[config.mk]
export PLATFORM = sky130hd
export DESIGN_NAME = noc_pipe_arb
export DESIGN_NICKNAME = d
export VERILOG_FILES = /design/src/rtl/common_pkg.sv /design/src/rtl/noc_rr_arb.sv /design/src/rtl/noc_pipe_arb.sv
export SDC_FILE = /design/constraint.sdc
export NUM_CORES = 1
export LEC_CHECK = 0
export ABC_AREA = 0
export CAP_MARGIN = 15
export CORE_MARGIN = 1
export CORE_UTILIZATION = 40
export CTS_BUF_LIST = sky130_fd_sc_hd__clkbuf_8
export DETAILED_ROUTE_END_ITERATION = 6
export PLACE_DENSITY = 0.82
export SLEW_MARGIN = 20
export SYNTH_ARGS = -nofsm -noshare
export SYNTH_HDL_FRONTEND = slang
export SYNTH_SLANG_ARGS = --single-unit
[constraint.sdc]
create_clock -name clk -period 7.35 [get_ports clk]
set_input_delay 1.47 -clock clk [delete_from_list [all_inputs] [get_ports clk]]
set_output_delay 1.47 -clock clk [all_outputs]
set_load 0.01 [all_outputs]
[src/rtl/common_pkg.sv]
// Shared constants and helpers for the NoC link blocks.
// Imported by the arbiter front-end and its sub-modules.
package common_pkg;

  localparam int DEFAULT_D_W = 32;

  function automatic int cred_w(input int credits);
    return $clog2(credits + 1);
  endfunction

endpackage

[src/rtl/noc_rr_arb.sv]
// Round-robin grant picker: first valid request at or after ptr.
// Pure combinational; grant is suppressed when en is low.
module noc_rr_arb #(
  parameter int NUM_REQ = 4,
  localparam int IDX_W = $clog2(NUM_REQ)
) (
  input  logic [NUM_REQ-1:0] req,
  input  logic [IDX_W-1:0]   ptr,
  input  logic               en,
  output logic [NUM_REQ-1:0] gnt,
  output logic [IDX_W-1:0]   gnt_idx
);

  logic             found;
  logic [IDX_W-1:0] sel;
  int               j;

  // Scan requesters in cyclic order starting at the pointer
  always_comb begin
    gnt     = '0;
    gnt_idx = '0;
    found   = 1'b0;
    sel     = '0;
    j       = 0;
    for (int k = 0; k < NUM_REQ; k++) begin
      j = int'(ptr) + k;
      if (j >= NUM_REQ) j = j - NUM_REQ;
      sel = IDX_W'(j);
      if (en && !found && req[sel]) begin
        gnt[sel] = 1'b1;
        gnt_idx  = sel;
        found    = 1'b1;
      end
    end
  end

endmodule

[src/rtl/noc_pipe_arb.sv]
// Shares one noc_pipe link among NUM_REQ single-flit senders.
// RR arbitration with burst cap, credit admission, 1-deep output reg.
module noc_pipe_arb
  import common_pkg::*;
#(
  parameter int NUM_REQ   = 4,
  parameter int A_W       = 2,
  parameter int D_W       = DEFAULT_D_W,
  parameter int CREDITS   = 16,
  parameter int MAX_BURST = 4,
  localparam int SRC_W = $clog2(NUM_REQ),
  localparam int CNT_W = cred_w(CREDITS),
  localparam int BST_W = $clog2(MAX_BURST + 1)
) (
  input  logic                   clk,
  input  logic                   rst,
  input  logic [NUM_REQ-1:0]     req_valid,
  output logic [NUM_REQ-1:0]     req_ready,
  input  logic [NUM_REQ*A_W-1:0] req_addr,
  input  logic [NUM_REQ*D_W-1:0] req_data,
  output logic                   out_valid,
  input  logic                   out_ready,
  output logic [A_W-1:0]         out_addr,
  output logic [D_W-1:0]         out_data,
  output logic [SRC_W-1:0]       out_src,
  input  logic                   credit_return,
  output logic [CNT_W-1:0]       credit_count,
  output logic                   credit_err
);

  typedef enum logic {EMPTY, FULL} state_t;

  state_t             state;
  logic [SRC_W-1:0]   ptr;
  logic [SRC_W-1:0]   last_gnt;
  logic [SRC_W-1:0]   gnt_idx;
  logic [SRC_W-1:0]   ptr_inc;
  logic [BST_W-1:0]   burst;
  logic [BST_W-1:0]   burst_nxt;
  logic [NUM_REQ-1:0] gnt;
  logic               accept;
  logic               others;
  logic               cap_hit;
  logic [A_W-1:0]     sel_addr;
  logic [D_W-1:0]     sel_data;

  // Reset gates accept so no grant leaks out while rst is low
  assign accept = rst
               && (state == EMPTY || out_ready)
               && (credit_count != '0)
               && (|req_valid);

  noc_rr_arb #(
    .NUM_REQ (NUM_REQ)
  ) u_arb (
    .req     (req_valid),
    .ptr     (ptr),
    .en      (accept),
    .gnt     (gnt),
    .gnt_idx (gnt_idx)
  );

  assign req_ready = gnt;
  assign others    = |(req_valid & ~gnt);

  assign ptr_inc = (gnt_idx == SRC_W'(NUM_REQ - 1))
                 ? '0 : gnt_idx + 1'b1;

  // Burst length seen so far including the current grant
  always_comb begin
    burst_nxt = BST_W'(1);
    if (gnt_idx == last_gnt && others) burst_nxt = burst + 1'b1;
    cap_hit = others && (burst_nxt >= BST_W'(MAX_BURST));
  end

  // Mux the granted requester's flit
  always_comb begin
    sel_addr = '0;
    sel_data = '0;
    for (int i = 0; i < NUM_REQ; i++) begin
      if (gnt[i]) begin
        sel_addr = req_addr[i*A_W +: A_W];
        sel_data = req_data[i*D_W +: D_W];
      end
    end
  end

  // Pointer, previous grant and burst count advance only on accept
  always_ff @(posedge clk or negedge rst) begin
    if (!rst) begin
      ptr      <= '0;
      last_gnt <= '0;
      burst    <= '0;
    end else if (accept) begin
      last_gnt <= gnt_idx;
      if (cap_hit) begin
        ptr   <= ptr_inc;
        burst <= '0;
      end else begin
        ptr   <= gnt_idx;
        burst <= burst_nxt;
      end
    end
  end

  // Credit counter with saturation and sticky overflow flag
  always_ff @(posedge clk or negedge rst) begin
    if (!rst) begin
      credit_count <= CNT_W'(CREDITS);
      credit_err   <= 1'b0;
    end else begin
      if (credit_return && credit_count == CNT_W'(CREDITS))
        credit_err <= 1'b1;
      if (accept && !credit_return)
        credit_count <= credit_count - 1'b1;
      else if (!accept && credit_return
               && credit_count != CNT_W'(CREDITS))
        credit_count <= credit_count + 1'b1;
    end
  end

  // Output register FSM: capture on accept, drain on out_ready
  always_ff @(posedge clk or negedge rst) begin
    if (!rst) begin
      state     <= EMPTY;
      out_valid <= 1'b0;
      out_addr  <= '0;
      out_data  <= '0;
      out_src   <= '0;
    end else begin
      unique case (state)
        EMPTY: begin
          if (accept) begin
            state     <= FULL;
            out_valid <= 1'b1;
            out_addr  <= sel_addr;
            out_data  <= sel_data;
            out_src   <= gnt_idx;
          end
        end
        FULL: begin
          if (out_ready) begin
            if (accept) begin
              out_addr <= sel_addr;
              out_data <= sel_data;
              out_src  <= gnt_idx;
            end else begin
              state     <= EMPTY;
              out_valid <= 1'b0;
            end
          end
        end
        default: begin
          state     <= EMPTY;
          out_valid <= 1'b0;
        end
      endcase
    end
  end

endmodule
==> impl_results.md, run 1 <==
* CTS tree: yes
* Leak Pwr at 2.143 nW
* CP max FO at 54
* DR iter-0 viols at 221
* Post-Synthesis Cell Area at 0.003512 mm²
* Tightest Hold Check Type: flop to flop
* Post-DP HPWL at 9190 µm
* Share of post-route cells with drive strength above 1 at 0.07024
* Routed WL per cell at 19.35 µm
* Largest family of logic cells by synthesized area: compound AO/OA/AOI/OAI gates
* Slew Viols, Final at 0
* Total number of vias at 3869
* CORE AREA at 0.008341 mm²
* Final Cycle Share at 0.8203
* Rows at 33
* PnR Total Power at 1.915 mW
* Synth Area in XOR/XNOR at 0.01746
* Synth warn at 0
* Max frequency at 165.9 MHz
* Grt ovf at 0
* H-tree levels at 2
* Maximum vdd drop at 0.0001509 V
* Adder-cell area share of the yosys netlist at 0.04133
* I/O pin cnt at 191
* Post-Syn Area per Cell at 9.416 µm²
* Initial antenna violation count at 0
* Clk pwr share at 0.084
* First-pass iteration count of the detailed router at 4
* Post-route insts no fill at 646
* PostCTS Resize Cnt at 0
* WHS at 473.1 ps
* Synth Register Bits at 51
* Root Buffer: clkbuf_8
* Final Setup Violations at 0
* Final Hold Viols at 0
* Vias in the first global route at 3585
* CTS Hold Buffers Added at 0
* Placed cell count at 639
* Kind of critical path: input port to output port
* Multiplexer area fraction after synthesis at 0.03741
* Commonest non-fill, non-tap cell in the layout: clkdlybuf4s50_1
* Die area at 0.009159 mm²
* Post-synthesis compound-gate area fraction at 0.3313
* IO buf count at 190
* NetSw at 0.8213 mW
* Internal Power at 1.094 mW
* Sequential power share at 0.278
* # clock sinks at 51
* Detail Route Antenna Nets at 0
* Die Y at 95.71 µm
* Async S/R FF share, synth at 1.000
* R2R setup slack at 3150 ps
* Number of buffers created by CTS at 5
* Worst slew margin at 0.5390
* Simple-Gate Fraction of Synth Area at 0.1532
* Most frequent cells in the layout: clkdlybuf4s50_1, dfrtp_1, nor2_1
* Actual slew at the worst max-slew pin at 691.5 ps
* Total Routing Usage GR at 0.2660
* Crit path launch type: input port
* Critical path data arrival time at 4560 ps
* Status: finished clean
* Sequential area share after synthesis at 0.3637
* Dominant synthesized flop cell: dfrtp_1
* Worst Skew at 8.387 ps
* Die W at 95.71 µm
* Clk buf depth at 2
* Initial core utilization at 0.4211
* Post-route minimum period at 6029 ps
* Global-route wire length before repair at 18520 µm
* Switch share at 0.4289
* Worst-Skew Late Latency at 310 ps
* Routed wire length at 12500 µm
* Setup TNS at 0 ps
* Via density at 5.989
* Max-cap violations at 0
* Count of different cell masters after synthesis at 57
* EDFF count, synth at 0
* CP Capture Type: output port
* Post-Synthesis Cells at 373
* Number of diodes at 0
* Combinational share of power at 0.638
* WP data required at 5880 ps
* Layout area overhead at 56.93%
* Nets at 696
* Pwr/cell area at 347.4 mW/mm²
* Worst-path clk slew at 90 ps
* GPL Wtd Cong at 0.9171
* Post-synth net total at 528
* RSZ-0062 raised after global routing: false
* Postcts setup bufs at 0
* Largest net degree at the start of global routing at 70
* Drt drc at 0
[Yosys cell counts (2+ instances only)]
cell      count  area [µm²]
o21ai_0       4       20.02
mux4_2        3       67.56
nand3_1       6       30.03
nor3b_1       2       15.01
nor2_2        3       18.77
or2_1         2       12.51
xnor2_1       4       35.03
o31ai_1      35       262.8
a22o_1        3       26.28
nand3b_1      2       15.01
mux2_2        3       33.78
nand2_1      17       63.81
clkbuf_1     20       75.07
inv_1         9       33.78
nand4_1      10       62.56
xor2_1        3       26.28
buf_4         3       22.52
a21o_1        6       45.04
or4_4         2       22.52
and2_1        2       12.51
a21oi_1      14       70.07
a22oi_1      34       255.2
nor3_1        3       15.01
buf_2         9       45.04
a311oi_2      2       30.03
and3_1        3       18.77
ha_1         10       125.1
nor2_1       43       161.4
mux2i_1       3       30.03
dfrtp_1      50        1251
a221oi_1     35       306.5
nand2b_1      3       18.77
[critical path: stages]
cell and delay, ps:
clkdlybuf4s50_1 570, or4_4 630, o2111ai_4 130, buf_4 540, nor2_2 140, a31oi_4 220, inv_2 250, clkdlybuf4s50_1 570
[cell type report]
| type | instances | area (µm²) |
|---|---|---|
| multi-input combinational | 278 | 2048 |
| sequential | 51 | 1277 |
| tap | 105 | 131.4 |
| clock buffer | 5 | 68.82 |
| inverter | 10 | 37.54 |
| clock inverter | 2 | 13.76 |
| timing repair buffer | 195 | 1934 |
| fill | 681 | 2829 |
[final timing paths]
check,from,endpoint,cells past startpoint
min,state,out_valid,1
min in group asynchronous,rst,state,1
min reg2reg,state,out_valid,1
max in group asynchronous,rst,out_data[30],2
max,req_valid[0],req_ready[2],8
max reg2reg,flop,out_data[24],10
[per-layer routing]
metal,up-vias,GRT usage,part of all wire
li1,1799,-,-
met1,1849,0.3468,0.41
met2,190,0.4506,0.50
met3,31,0.03870,0.064
met4,0,0.09204,0.028
met5,-,0,0
[sequential cells by signal, indices dropped and copies added, names as in the netlist, named ones only]
name / flops
burst: 3
out_data: 32
credit_count: 5
state: 1
credit_err: 1
ptr: 1
last_gnt: 2
out_valid: 1
out_src: 2
out_addr: 2
[per-stage QoR]
stage,utilization,cell area (µm²),setup WS (ps)
after global placement,0.6500,5421,1105
after floorplan,-,3512,2767
final,0.6608,5512,1321
after CTS,0.6608,5512,1296
after detailed placement,0.6509,5429,1303
after global routing,0.6608,5512,1138
[power groups by stage]
stage / clock network (mW) / registers (mW) / logic [mW]
after global placement: 0 / 0.528 / 1.19
after floorplan: 0 / 0.559 / 0.692
after global routing: 0.175 / 0.550 / 1.33
after CTS: 0.165 / 0.531 / 1.23
after detailed placement: 0 / 0.533 / 1.22
final: 0.161 / 0.533 / 1.22
[cells by family (layout without fill, tap and decap cells)]
family                   Yosys count  after routing
AO/OA/AOI/OAI                    145            145
XOR/XNOR                           7              7
adder cells (fa/ha/maj)           11             11
buffers and inverters             44            212
flip-flops                        51             51
multiplexers                       9              9
AND/OR/NAND/NOR                  106            106
No activity file was read; power rests on OpenSTA's default activity.
==> run 2: changes to the inputs <==
clock period = 6.1 ns   (was 7.35 ns; I/O delays follow)
==> impl_results.md, run 2 (synthesis gave the netlist of run 1 again) <==
* Status: finished clean
* Grt ovf at 0 (unchanged)
* Nets at 699 (+0.43%)
* CP max FO at 35 (-35%)
* Max frequency at 188.9 MHz
* WP data required at 4880 ps (-1000 ps)
* Share of post-route cells with drive strength above 1 at 0.07339 (+0.003154)
* Maximum vdd drop at 0.0001733 V (+15%)
* Slowest CP cell: clkdlybuf4s50_1
* Pwr/cell area at 413.9 mW/mm² (+19%)
* Post-DP Area at 0.005444 mm² (+0.28%)
* Buffers & Inverters on Critical Path at 3 (-1)
* Root Buffer: clkbuf_8
* Die area at 0.009159 mm² (unchanged)
* CTS Hold Buffers Added at 0 (unchanged)
* Critical path data arrival time at 4070 ps (-490 ps)
* Slew Viols, Final at 0 (unchanged)
* IO buf count at 190 (unchanged)
* Worst Skew at 6.815 ps (-1.572 ps)
* Worst-Skew Late Latency at 300 ps (about the same)
* Combinational share of power at 0.641 (+0.003)
* Kind of critical path: input port to output port
* Commonest non-fill, non-tap cell in the layout: clkdlybuf4s50_1
* Leak Pwr at 2.159 nW (+0.77%)
* Routed WL per cell at 19.01 µm (-1.8%)
* DR iter-0 viols at 214 (-3.2%)
* Internal Power at 1.320 mW (+21%)
* Routed wire length at 12350 µm (-1.2%)
* Clk pwr share at 0.081 (-0.003)
* H-tree levels at 2 (unchanged)
* Worst slew margin at 0.5434 (+0.004415)
* Top Registers: out_data x32, credit_count x5, burst x3
* Fin area at 0.005525 mm² (+0.25%)
* Tightest Hold Check Type: flop to flop
* WHS at 455.6 ps (-17.48 ps)
* RSZ-0062 raised after global routing: false
* Number of buffers created by CTS at 5 (unchanged)
* Most frequent cells in the layout: clkdlybuf4s50_1, dfrtp_1, nor2_1
* CTS tree: yes
* Post-route minimum period at 5294 ps
* PnR Total Power at 2.287 mW (+19%)
* Setup TNS at 0 ps (unchanged)
* Place WS at 801.2 ps (-502.0 ps)
* Max-cap violations at 0 (unchanged)
* Total Routing Usage GR at 0.2599 (-0.006113)
* Post-DP HPWL at 9239 µm (+0.53%)
* First-pass iteration count of the detailed router at 5 (+1)
* Most frequent CP cell: clkdlybuf4s50_1
* CORE AREA at 0.008341 mm² (unchanged)
* # clock sinks at 51 (unchanged)
* Total number of vias at 3875 (+0.16%)
* PostCTS Resize Cnt at 0 (unchanged)
* CP Capture Type: output port
* Switch share at 0.4228 (-0.006112)
* Die W at 95.71 µm (unchanged)
* Crit path launch type: input port
* Layout area overhead at 57.32%
* Top delay family on crit path: buffers and inverters
* Worst path cell trace: clkdlybuf4s50_1 -> or4_4 -> o2111ai_4 -> nor2_2 -> a31oi_4 -> inv_2 -> clkdlybuf4s50_1
* Die Y at 95.71 µm (unchanged)
* Initial antenna violation count at 0 (unchanged)
* Actual slew at the worst max-slew pin at 684.6 ps (-6.916 ps)
* Initial core utilization at 0.4211 (unchanged)
* Max FFs per register at 32 (unchanged)
* Vias in the first global route at 3572 (-0.36%)
* Max incr delay on CP at 690 ps (+60 ps)
* Final Setup Violations at 0 (unchanged)
* Most flop-heavy register: out_data
* Postcts setup bufs at 0 (unchanged)
* Sequential power share at 0.278 (about the same)
* Setup ws final at 805.8 ps (-514.9 ps)
* I/O pin cnt at 191 (unchanged)
* Global-route wire length before repair at 18090 µm (-2.3%)
* Final Hold Viols at 0 (unchanged)
* NetSw at 0.9669 mW (+18%)
* Worst-path clk slew at 90 ps (about the same)
* Drt drc at 0 (unchanged)
* Number of diodes at 0 (unchanged)
* Via density at 5.962 (-0.46%)
* Final Cycle Share at 0.8679
* Largest net degree at the start of global routing at 69 (-1.4%)
* Rows at 33 (unchanged)
* Detail Route Antenna Nets at 0 (unchanged)
* Clk buf depth at 2 (unchanged)
* GPL Wtd Cong at 0.8432 (-8.1%)
-- run 2: worst paths after layout --
check	cells past startpoint	slack [ps]	end	startpoint
worst min register to register	1	460	out_valid	state
worst max-delay path	7	810	req_ready[2]	req_valid[0]
max in group asynchronous	2	4470	credit_count[0]	rst
worst min-delay path	1	460	out_valid	state
worst max register to register	10	2050	out_data[25]	flop
min in group asynchronous	1	760	state	rst
-- run 2: metrics by stage --
step           cells  utilization
5_1_grt          650       0.6625
4_1_cts          650       0.6625
6_report         650       0.6625
3_5_place_dp     642       0.6527
2_1_floorplan    373            -
3_3_place_gp     642       0.6527
-- run 2: area by class of cell --
| class | instances | area, µm² |
|---|---|---|
| clock buffers | 5 | 68.82 |
| clock inverters | 3 | 12.51 |
| fillers | 692 | 2815 |
| inverters | 10 | 37.54 |
| multi-input cells | 278 | 2041 |
| flip-flops and latches | 51 | 1277 |
| well taps | 105 | 131.4 |
| repair buffers | 198 | 1957 |
-- run 2: layer usage --
| metal | global-route usage | up-vias | wire length [µm] |
|---|---|---|---|
| met2 | 0.4589 | 162 | 6372 |
| met5 | 0 | - | 0 |
| met4 | 0.07338 | 0 | 238 |
| met3 | 0.04739 | 15 | 912 |
| met1 | 0.3239 | 1893 | 4830 |
| li1 | - | 1805 | - |
-- run 2: worst reg2reg max path, stage by stage (launching register included) --
cell and delay [ps]:
dfrtp_1 700, inv_1 370, ha_1 560, mux4_2 670
or2_1 310, nor2_2 190, a31oi_1 130, nor2_2 190
buf_4 370, a221oi_1 150, o31ai_1 300
-- run 2: power groups by stage --
stage	registers (mW)	logic, mW	clock network, mW
finish	0.636	1.46	0.186
global route	0.660	1.60	0.206
CTS	0.635	1.48	0.195
detailed placement	0.640	1.47	0
global placement	0.635	1.44	0
floorplan	0.674	0.834	0
